`config.mk`:
```
export PLATFORM = sky130hd
export DESIGN_NAME = pool_unit
export DESIGN_NICKNAME = d
export VERILOG_FILES = /design/src/rtl/pool_unit.sv
export SDC_FILE = /design/constraint.sdc
export NUM_CORES = 1
export LEC_CHECK = 0
export BUFFER_PORTS_ARGS = -buffer_cell sky130_fd_sc_hd__buf_2
export CAP_MARGIN = 25
export CORE_ASPECT_RATIO = 1.75
export CORE_MARGIN = 10
export CORE_UTILIZATION = 55
export DETAILED_ROUTE_END_ITERATION = 6
export PLACE_DENSITY = 0.8
export SYNTH_ARGS = -nofsm -noshare
export SYNTH_HDL_FRONTEND = slang
export SYNTH_SLANG_ARGS = --single-unit
```
`constraint.sdc`:
```
create_clock -name clk -period 3.83 [get_ports clk]
set_clock_uncertainty 0.2 [all_clocks]
set_input_delay 0.766 -clock clk [delete_from_list [all_inputs] [get_ports clk]]
set_output_delay 0.766 -clock clk [all_outputs]
set_load 0.005 [all_outputs]
```
`src/rtl/pool_unit.sv`:
```
// 2x2 max-pooling stage: streams a signed feature map in raster order and emits pooled samples.
// Optional macro POOL_RELU_EN clamps every pooled sample at zero.
`timescale 1ns/1ps
module pool_unit #(
   parameter int DATA_WIDTH = 8,
   parameter int MAP_WIDTH  = 24,
   parameter int MAP_HEIGHT = 24
) (
   input  logic                         clk,
   input  logic                         srst,
   input  logic                         pool_start,
   input  logic                         in_valid,
   output logic                         in_ready,
   input  logic signed [DATA_WIDTH-1:0] in_data,
   output logic                         out_valid,
   input  logic                         out_ready,
   output logic signed [DATA_WIDTH-1:0] out_data,
   output logic                         busy,
   output logic                         pool_done
);

   localparam int LB_DEPTH = MAP_WIDTH / 2;
   localparam int CW       = $clog2(MAP_WIDTH);
   localparam int RW       = $clog2(MAP_HEIGHT);
   localparam int LBW      = (LB_DEPTH > 1) ? $clog2(LB_DEPTH) : 1;

   typedef enum logic [1:0] {S_IDLE, S_RUN, S_DONE} state_t;

   state_t                         state_q, state_d;
   logic [CW-1:0]                  col_q, col_d;
   logic [RW-1:0]                  row_q, row_d;
   logic signed [DATA_WIDTH-1:0]   pair_q, pair_d;
   logic signed [DATA_WIDTH-1:0]   out_data_q, out_data_d;
   logic                           out_valid_q, out_valid_d;
   logic                           all_in_q, all_in_d;
   logic signed [DATA_WIDTH-1:0]   lb_q [LB_DEPTH];

   logic                           accept, drain, last_col, last_px, final_hs, lb_we;
   logic [LBW-1:0]                 lb_idx;
   logic signed [DATA_WIDTH-1:0]   hmax, vmax;

   function automatic logic signed [DATA_WIDTH-1:0] smax(
      input logic signed [DATA_WIDTH-1:0] a,
      input logic signed [DATA_WIDTH-1:0] b
   );
      return (a > b) ? a : b;
   endfunction

   function automatic logic signed [DATA_WIDTH-1:0] relu(
      input logic signed [DATA_WIDTH-1:0] x
   );
`ifdef POOL_RELU_EN
      return (x < 0) ? '0 : x;
`else
      return x;
`endif
   endfunction

   assign in_ready = (state_q == S_RUN) && !all_in_q && (!out_valid_q || out_ready);
   assign accept   = in_valid && in_ready;
   assign drain    = out_valid_q && out_ready;
   assign last_col = (col_q == CW'(MAP_WIDTH - 1));
   assign last_px  = last_col && (row_q == RW'(MAP_HEIGHT - 1));
   // all_in_q guarantees the pending output is the last one of the map
   assign final_hs = drain && all_in_q;
   assign lb_idx   = LBW'(col_q >> 1);
   assign hmax     = smax(pair_q, in_data);
   assign vmax     = smax(hmax, lb_q[lb_idx]);

   always_comb begin
      state_d     = state_q;
      col_d       = col_q;
      row_d       = row_q;
      pair_d      = pair_q;
      out_data_d  = out_data_q;
      out_valid_d = out_valid_q;
      all_in_d    = all_in_q;
      lb_we       = 1'b0;
      case (state_q)
         S_IDLE: begin
            if (pool_start) begin
               state_d  = S_RUN;
               col_d    = '0;
               row_d    = '0;
               all_in_d = 1'b0;
            end
         end
         S_RUN: begin
            if (drain) out_valid_d = 1'b0;
            if (accept) begin
               if (!col_q[0]) begin
                  pair_d = in_data;
               end else if (!row_q[0]) begin
                  lb_we = 1'b1;
               end else begin
                  out_data_d  = relu(vmax);
                  out_valid_d = 1'b1;
               end
               if (last_col) begin
                  col_d = '0;
                  row_d = last_px ? '0 : row_q + 1'b1;
               end else begin
                  col_d = col_q + 1'b1;
               end
               if (last_px) all_in_d = 1'b1;
            end
            if (final_hs) state_d = S_DONE;
         end
         S_DONE: begin
            state_d  = S_IDLE;
            all_in_d = 1'b0;
         end
         default: state_d = S_IDLE;
      endcase
   end

   always_ff @(posedge clk) begin
      if (srst) begin
         state_q     <= S_IDLE;
         col_q       <= '0;
         row_q       <= '0;
         pair_q      <= '0;
         out_data_q  <= '0;
         out_valid_q <= 1'b0;
         all_in_q    <= 1'b0;
      end else begin
         state_q     <= state_d;
         col_q       <= col_d;
         row_q       <= row_d;
         pair_q      <= pair_d;
         out_data_q  <= out_data_d;
         out_valid_q <= out_valid_d;
         all_in_q    <= all_in_d;
      end
   end

   // Line buffer is always written on an even row before the odd row reads it
   always_ff @(posedge clk) begin
      if (lb_we && !srst) lb_q[lb_idx] <= hmax;
   end

   assign out_valid = out_valid_q;
   assign out_data  = out_data_q;
   assign busy      = (state_q == S_RUN);
   assign pool_done = (state_q == S_DONE);

endmodule

```
# Yosys cells after proc, flatten, opt, wreduce, memory -nomap -nowiden
# Memory sizes are Yosys's and may differ from the RTL's. A register that Yosys moved wholly into a read port is not among the register bits.
# Cells that the tools add are included.
# totals
reg_bits,30
out_inout_bits,12
ramBits,96
mem_count,1
# memory_table
memory,words,width,read_ports,rd_ports_with_merged_regs,write_ports,line_no,rtl
lb_q,12,8,1,1,1,36,logic signed [DATA_WIDTH-1:0] lb_q [LB_DEPTH];
# classes
n_reduce_logical,20
bitwise_logic,1
n_eq_ne,9
magnitude_cmp,2
addsub,2
n_mux,29
# op_table
operator,count
$mux 5,6
$pmux 5 s2,2
$gt 8x8->1,2
$mux 8,2
$mux 1,13
$reduce_and 4->1,3
$add 5x1->5 const B,2
$eq 5x5->1 const B,2
$mux 4,2
$ne 2x1->1 const B,4
$logic_and 1x1->1,7
$reduce_and 3->1,2
$mux 2,2
$pmux 2 s2,1
$logic_not 1->1,3
$pmux 1 s3,1
$reduce_bool 3->1,1
$eq 2x1->1 const B,1
$eq 2x2->1 const B,1
$logic_not 2->1,1
$ne 2x2->1 const B,1
$reduce_and 2->1,1
$reduce_bool 2->1,1
$logic_or 1x1->1,1
$not 1->1,1

# Depth between registers and ports, before layout
# Gate-level depths: netlist (run 1).
# logic_depth
depth_word,9
depth_mapped,12
mapped_depth_nobuf,12

# Worst setup path after synthesis (run 1)
# OpenSTA, ideal clock, no wires.
# synth_timing
kind,input-to-reg
startpoint,input in_data[7]
endpoint,"register out_data_q[1], in the netlist out_data[1]"
n_path_buf,0
required_time_ps,3516
setup_slack_ps,11
arrival_ps,3505
stages,12
path_cell_list,inv_1 ha_1 and4_1 o211ai_1 o2bb2ai_2 mux2_2 ha_1 nor4b_1 o21ai_0 o211ai_2 nor2_1 a21o_1
# synth_between
elab_chain_cells,4
# synth_rtl
item,line_no,rtl
"start, declared",14,"input logic signed [DATA_WIDTH-1:0] in_data,"
$gt 8x8->1,46,return (a > b) ? a : b;
$mux 8 (*),46,
named net hmax[7],40,"logic signed [DATA_WIDTH-1:0] hmax, vmax;"
$gt 8x8->1 (*),46,
$mux 8 (*),46,
"end signal, assigned",131,out_data_q <= out_data_d;
"end, declared",33,"logic signed [DATA_WIDTH-1:0] out_data_q, out_data_d;"
# Mark *: on every way through the listed nets, which the timed path passes. The rest lies on a longest branch.
# A chain may end at the register's enable or synchronous reset.

# Final worst setup path (run 1)
# layout_timing
startpoint,input in_data[1]
endpoint,"register out_data_q[6], in the netlist out_data[6]"
# layout_between
elab_chain_cells,4
# layout_rtl
item,line_no
$gt 8x8->1,46
$mux 8,46
named net hmax[5],40
$gt 8x8->1,46
$mux 8,46
# The timed path passes the listed nets, and every way through them passes these cells.

==> results of run 1 <==
==> metrics by stage <==
stage / cells / instance area, um2
finish: 597 / 6920
global route: 597 / 6920
CTS: 597 / 6920
detailed placement: 565 / 6280
global placement: 565 / 6280
floorplan: 395 / 5840
==> synth_stat cells (all sizes together), types with 2 or more instances <==
| cell type | n | area [um2] |
|---|---|---|
| a21o | 16 | 120 |
| a21oi | 16 | 80.1 |
| a22o | 7 | 61.3 |
| a31o | 7 | 61.3 |
| and3 | 4 | 25.0 |
| and4 | 4 | 35.0 |
| buf | 8 | 83.8 |
| clkbuf | 8 | 32.5 |
| clkinv | 3 | 12.5 |
| dfxtp | 34 | 681 |
| edfxtp | 96 | 2880 |
| ha | 18 | 225 |
| inv | 23 | 86.3 |
| mux2 | 8 | 90.1 |
| mux2i | 8 | 80.1 |
| mux4 | 24 | 589 |
| nand2 | 9 | 33.8 |
| nand2b | 5 | 38.8 |
| nand3 | 4 | 20.0 |
| nand3b | 4 | 30.0 |
| nand4 | 6 | 37.5 |
| nand4b | 3 | 26.3 |
| nor2 | 28 | 108 |
| nor2b | 2 | 12.5 |
| nor3 | 7 | 40.0 |
| nor3b | 2 | 15.0 |
| nor4 | 2 | 18.8 |
| nor4b | 2 | 17.5 |
| o211ai | 2 | 20.0 |
| o21a | 2 | 15.0 |
| o21ai | 7 | 35.0 |
| o311a | 8 | 80.1 |
| o31ai | 2 | 15.0 |
==> per-layer routing <==
layer  part of all wire  vias to the layer above  global-route usage
li1                   -                     1702                   -
met1               0.36                     1850               0.184
met2               0.57                      127               0.333
met3              0.042                       33              0.0348
met4              0.029                        0              0.0841
met5                  0                        -                   0
==> cell type report <==
| type | instances | area, um2 |
|---|---|---|
| clock buffers | 21 | 460 |
| flip-flops and latches | 130 | 3560 |
| inverters | 26 | 98.8 |
| fillers | 668 | 3440 |
| multi-input cells | 223 | 2070 |
| clock inverters | 11 | 178 |
| well taps | 127 | 159 |
| repair buffers | 59 | 395 |
==> worst reg2reg max path, stage by stage, from the launching register on <==
cell and delay, ns:
dfxtp_1 0.33, ha_1 0.30, buf_4 0.14, nand4_1 0.09
o211ai_1 0.11, o2bb2ai_2 0.43, mux2_2 0.42, ha_1 0.30
and3_1 0.16, a21boi_0 0.22, o211ai_2 0.13, buf_4 0.19
a31o_1 0.22, a21o_1 0.15
==> power groups by stage <==
stage               Clock [mW]  Sequential, mW  Combinational [mW]
floorplan                    0            1.57               0.112
global placement             0            1.57               0.184
detailed placement           0            1.57               0.194
CTS                       1.73            1.54               0.196
global route              1.78            1.54               0.215
finish                    1.71            1.54               0.198
==> worst max-delay path by stage <==
stage / slack (ns) / startpoint / end
after floorplan: 0.01 / in_data[7] / out_data[1]
after global placement: -0.11 / in_data[7] / out_data[5]
after detailed placement: -0.22 / in_data[1] / out_data[5]
after CTS: 0.19 / in_data[1] / out_data[6]
after global routing: 0.02 / in_data[1] / out_data[6]
final: 0.17 / in_data[1] / out_data[6]
==> cell families (layout without fill, tap and decap cells) <==
family	Yosys count	in the layout	synth area share
AOI/OAI and AO/OA	77	77	0.0987
and+or+nand+nor	87	87	0.0848
adders and majority gates	18	18	0.0385
buffers and inverters	42	117	0.0368
xor gates and xnor gates	1	1	0.00150
muxes	40	40	0.130
DFF	130	130	0.610
==> flip-flops by register name, indices dropped and copies added (netlist names), named ones only <==
signal / cells
lb_q: 96
out_data: 8
pair_q: 8
col_q: 5
row_q: 5
state_q: 2
all_in_q: 1
out_valid: 1
==> cell usage in the layout, fill, tap and decap left out, drive strengths merged, types with 2 or more instances in the layout <==
cell	count
o311a	8
nand2b	5
a21oi	16
nor3b	2
a31o	7
buf	59
nor2b	2
o211ai	2
nand2	9
dfxtp	34
o31ai	2
a21o	16
nor4b	2
a22o	7
nand3	4
nand4b	3
mux4	24
inv	24
ha	18
mux2i	8
bufinv	4
edfxtp	96
nand4	6
mux2	8
nor2	28
nor3	7
clkinv	6
o21ai	7
o21a	2
clkinvlp	3
nor4	2
clkbuf	21
and4	4
nand3b	4
and3	4
==> out/qor.txt, run 1 <==
status = complete, no violations
Syn Nets = 426
Clock Tree Buf Depth = 2
Sink Count = 130
Endpoint, Worst Hold = row_q[4]
DPL Wire Length = 9.16 mm
htree depth = 4
Synth Register Bits = 130
EDFF count, synth = 96
biggest cell delay along the critical path = 0.43 ns
power per cell area = 498 nW/um2
CP Data Arrival Time = 3.76 ns
Syn Std Cell Area = 5840 um2
Vias = 3712
first drt pass iteration count = 5
Crit path required time = 3.93 ns
hold_sp = row_q[4]
Final Max Slew Viols = 0
Max-slew headroom = 0.456
Worst path top cell family by delay = compound AO/OA/AOI/OAI gates
port bufs = 24
final wirelength = 13.2 mm
Setup WS pre-CTS = -0.216 ns
# setup viols final = 0
Synth Flop Type = edfxtp_1
Switch Pwr = 0.709 mW
MaxCap Viol Count = 0
setup repair bufs after CTS = 0
post_cts resized = 0
Slew @ Worst Pin = 0.809 ns
RSZ-0062 raised after global routing = false
worst r2r src = pair_q[1]
cells after synthesis = 395
Routed Antenna Nets = 0
row count = 49
fin crit share = 0.956
Root Driver = clkbuf_16
Combinational Power Share = 0.057
Worst Hold Depth = 1
CTS tree = done
Antenna diodes = 0
sequential fraction of the synthesis area = 0.610
Critical Path End Type = register
Die H = 156 um
Die Wd = 97.9 um
die area = 15300 um2
Setup WS post-layout = 0.169 ns
r2r endpoint = out_data[6]
hold_ws = 0.322 ns
Clk pwr share = 0.495
Min Clock Period, post-route = 3.66 ns
CP bufs+invs = 4
flop2flop setup slack = 0.32 ns
Max Fclk = 273 MHz
Setup CP Type = in -> reg
Layout area overhead = 18.4%
Flop pwr share = 0.448
CTS Hold Buffers Added = 0
Overflow after GRT = 0
via/cell ratio = 6.22
gpl congestion = 0.915
routed len/inst = 22.1 um
Clock Pin Slew Worst Setup and Hold Paths = 0.05 ns
Worst setup SP type = primary input
global-route wire length before repair = 21.3 mm
static leakage = 2.66 nW
largest net degree at the start of global routing = 25
initial DRC count = 229
fin nets = 488
vias in the first global route = 3962
total power draw = 3.45 mW
fraction of layout cells with a size suffix above 1 = 0.249
Net Sw Frac = 0.206
initial antenna violation count = 0
worst r2r path cells = 13
# IOs = 25
CTS Buf Count = 17
async set-or-reset flop fraction in the synthesized netlist = 0
post-route setup TNS = 0 ns
core box area = 10400 um2
worst path cell trace = buf_2 > inv_1 > ha_1 > buf_4 > nand4_1 > o211ai_1 > o2bb2ai_2 > mux2_2 > ha_1 > and3_1 > a21boi_0 > o211ai_2 > buf_4 > a31o_1 > a21o_1
internal power = 2.74 mW
Critical Path Stages = 15
Mapped Avg Cell Area = 14.8 um2
fin util = 0.668
GRT Total Usage = 0.178
starting density of the core = 0.564
DRC Markers = 0
Hold Vio Cnt, Final = 0
hold crit path type = reg -> reg
synth warn = 0
Cell variety after synth = 61
critical path peak fanout = 9
Worst-Skew Late Latency = 0.41 ns
Worst VDD drop = 0.447 mV
Crit-path slowest cell = o2bb2ai_2
Note: power is estimated with default switching activity, not from simulation.
==> run 2, diff against run 1 <==
--- a/config.mk
+++ b/config.mk
@@ -8,10 +8,10 @@
 export BUFFER_PORTS_ARGS = -buffer_cell sky130_fd_sc_hd__buf_2
 export CAP_MARGIN = 25
 export CORE_ASPECT_RATIO = 1.75
-export CORE_MARGIN = 10
 export CORE_UTILIZATION = 55
 export DETAILED_ROUTE_END_ITERATION = 6
 export PLACE_DENSITY = 0.8
+export REMOVE_ABC_BUFFERS = 1
 export SYNTH_ARGS = -nofsm -noshare
 export SYNTH_HDL_FRONTEND = slang
 export SYNTH_SLANG_ARGS = --single-unit
==> run 2 against run 1 <==
Net effect: design area decreased by 1.1%; maximum frequency increased by 0.80%; non-clock buffer count decreased by 3; clock-buffer cell count decreased by 3; total power decreased by 3.7%; largest cell class unchanged; largest power group unchanged.
==> out/qor.txt, run 2 (synthesis gave the netlist of run 1 again) <==
Antenna diodes = 0
CTS Hold Buffers Added = 0
core box area = 10300 um2
worst path cell trace = buf_2 > inv_1 > ha_1 > and4_1 > o211ai_1 > o2bb2ai_2 > mux2_2 > ha_1 > nor4b_1 > o21ai_0 > o211ai_2 > nor2_1 > buf_4 > a21o_1
power per cell area = 485 nW/um2
Max Fclk = 275 MHz
CP dominant cell by count = ha_1
# setup viols final = 0
max reg flops = 96
critical path peak fanout = 9
# IOs = 25
Crit-path slowest cell = mux2_2
initial DRC count = 233
status = complete, no violations
Die H = 138 um
Worst setup SP type = primary input
Layout Cells excl Fill = 594
Top reg by flops = lb_q
RSZ-0062 raised after global routing = false
DRC Markers = 0
gpl congestion = 0.903
initial antenna violation count = 0
Overflow after GRT = 0
port bufs = 24
Root Driver = clkbuf_16
Critical Path End Type = register
Worst VDD drop = 0.580 mV
Vias = 3699
biggest cell delay along the critical path = 0.42 ns
fin util = 0.664
Worst path top cell family by delay = compound AO/OA/AOI/OAI gates
commonest cells after routing, fill and taps aside = edfxtp_1 (96), dfxtp_1 (34), buf_4 (31), nor2_1 (27), buf_2 (24)
hold crit path type = reg -> reg
Clock Tree Buf Depth = 2
CP bufs+invs = 3
CTS tree = done
global-route wire length before repair = 20.4 mm
Clock Pin Slew Worst Setup and Hold Paths = 0.06 ns
htree depth = 4
Crit path required time = 3.93 ns
Min Clock Period, post-route = 3.63 ns
Worst-Skew Late Latency = 0.42 ns
setup repair bufs after CTS = 0
Hold Vio Cnt, Final = 0
Layout area overhead = 17.1%
most common cell after layout, fill and taps aside = edfxtp_1
post_cts resized = 0
die area = 11100 um2
GRT Total Usage = 0.260
row count = 49
routed len/inst = 22.0 um
via/cell ratio = 6.23
MaxCap Viol Count = 0
Slew @ Worst Pin = 0.852 ns
Routed Antenna Nets = 0
DPL Wire Length = 8.82 mm
vias in the first global route = 3793
Sink Count = 130
largest net degree at the start of global routing = 25
first drt pass iteration count = 4
Die Wd = 79.9 um
starting density of the core = 0.567
CP Data Arrival Time = 3.73 ns
fin nets = 485
fin crit share = 0.948
Setup CP Type = in -> reg
static leakage = 2.62 nW
Cells after DPL = 562
CTS Buf Count = 17
Max-slew headroom = 0.430
Final Max Slew Viols = 0
fraction of layout cells with a size suffix above 1 = 0.244
final wirelength = 13.1 mm
-- run 2: layer usage --
metal | up-vias | wire length (um) | GRT usage
met4 | 0 | 432 | 0.123
met2 | 121 | 7300 | 0.445
met3 | 24 | 553 | 0.0640
met5 | - | 0 | 0
li1 | 1690 | - | -
met1 | 1864 | 4780 | 0.298
-- run 2: layout make-up --
class | count | area [um2]
repair buffers | 56 | 373
well taps | 127 | 159
inverters | 26 | 98.8
clock buffers | 18 | 429
fillers | 722 | 3460
clock inverters | 14 | 155
multi-input cells | 223 | 2070
flip-flops and latches | 130 | 3560
-- run 2: worst reg2reg max path, cell delays in order (launching register included) --
cell       delay, ns
dfxtp_1         0.33
ha_1            0.31
and4_1          0.22
o211ai_1        0.11
o2bb2ai_2       0.40
mux2_2          0.42
ha_1            0.33
nor4b_1         0.28
o21ai_0         0.18
o211ai_2        0.18
nor2_1          0.09
buf_4           0.16
a21o_1          0.18
-- run 2: where the power goes --
| part | internal [mW] | switching [mW] |
|---|---|---|
| Clock | 0.966 | 0.616 |
| Sequential | 1.54 | 0.00862 |
| Combinational | 0.0738 | 0.122 |
| Total | 2.57 | 0.747 |
-- run 2: through the flow --
| step | setup WS, ns | total power [mW] | hold slack [ns] | setup TNS (ns) | instance area, um2 |
|---|---|---|---|---|---|
| 6_report | 0.198 | 3.32 | 0.329 | 0 | 6840 |
| 5_1_grt | 0.00618 | 3.42 | 0.345 | 0 | 6840 |
| 4_1_cts | 0.211 | 3.33 | 0.327 | 0 | 6840 |
| 3_5_place_dp | -0.206 | 1.76 | 0.314 | -1.49 | 6260 |
| 3_3_place_gp | -0.0900 | 1.75 | 0.289 | -0.619 | 6260 |
| 2_1_floorplan | 0.0114 | 1.68 | 0.261 | 0 | 5730 |
-- run 2: path summary, 6_finish.rpt --
path | cells after the start | to | start | slack, ns
worst max-delay path | 14 | out_data[4] | in_data[7] | 0.20
worst min-delay path | 2 | state_q[1] | all_in_q | 0.33
worst max register to register | 12 | out_data[4] | pair_q[7] | 0.34
worst min register to register | 2 | state_q[1] | all_in_q | 0.33
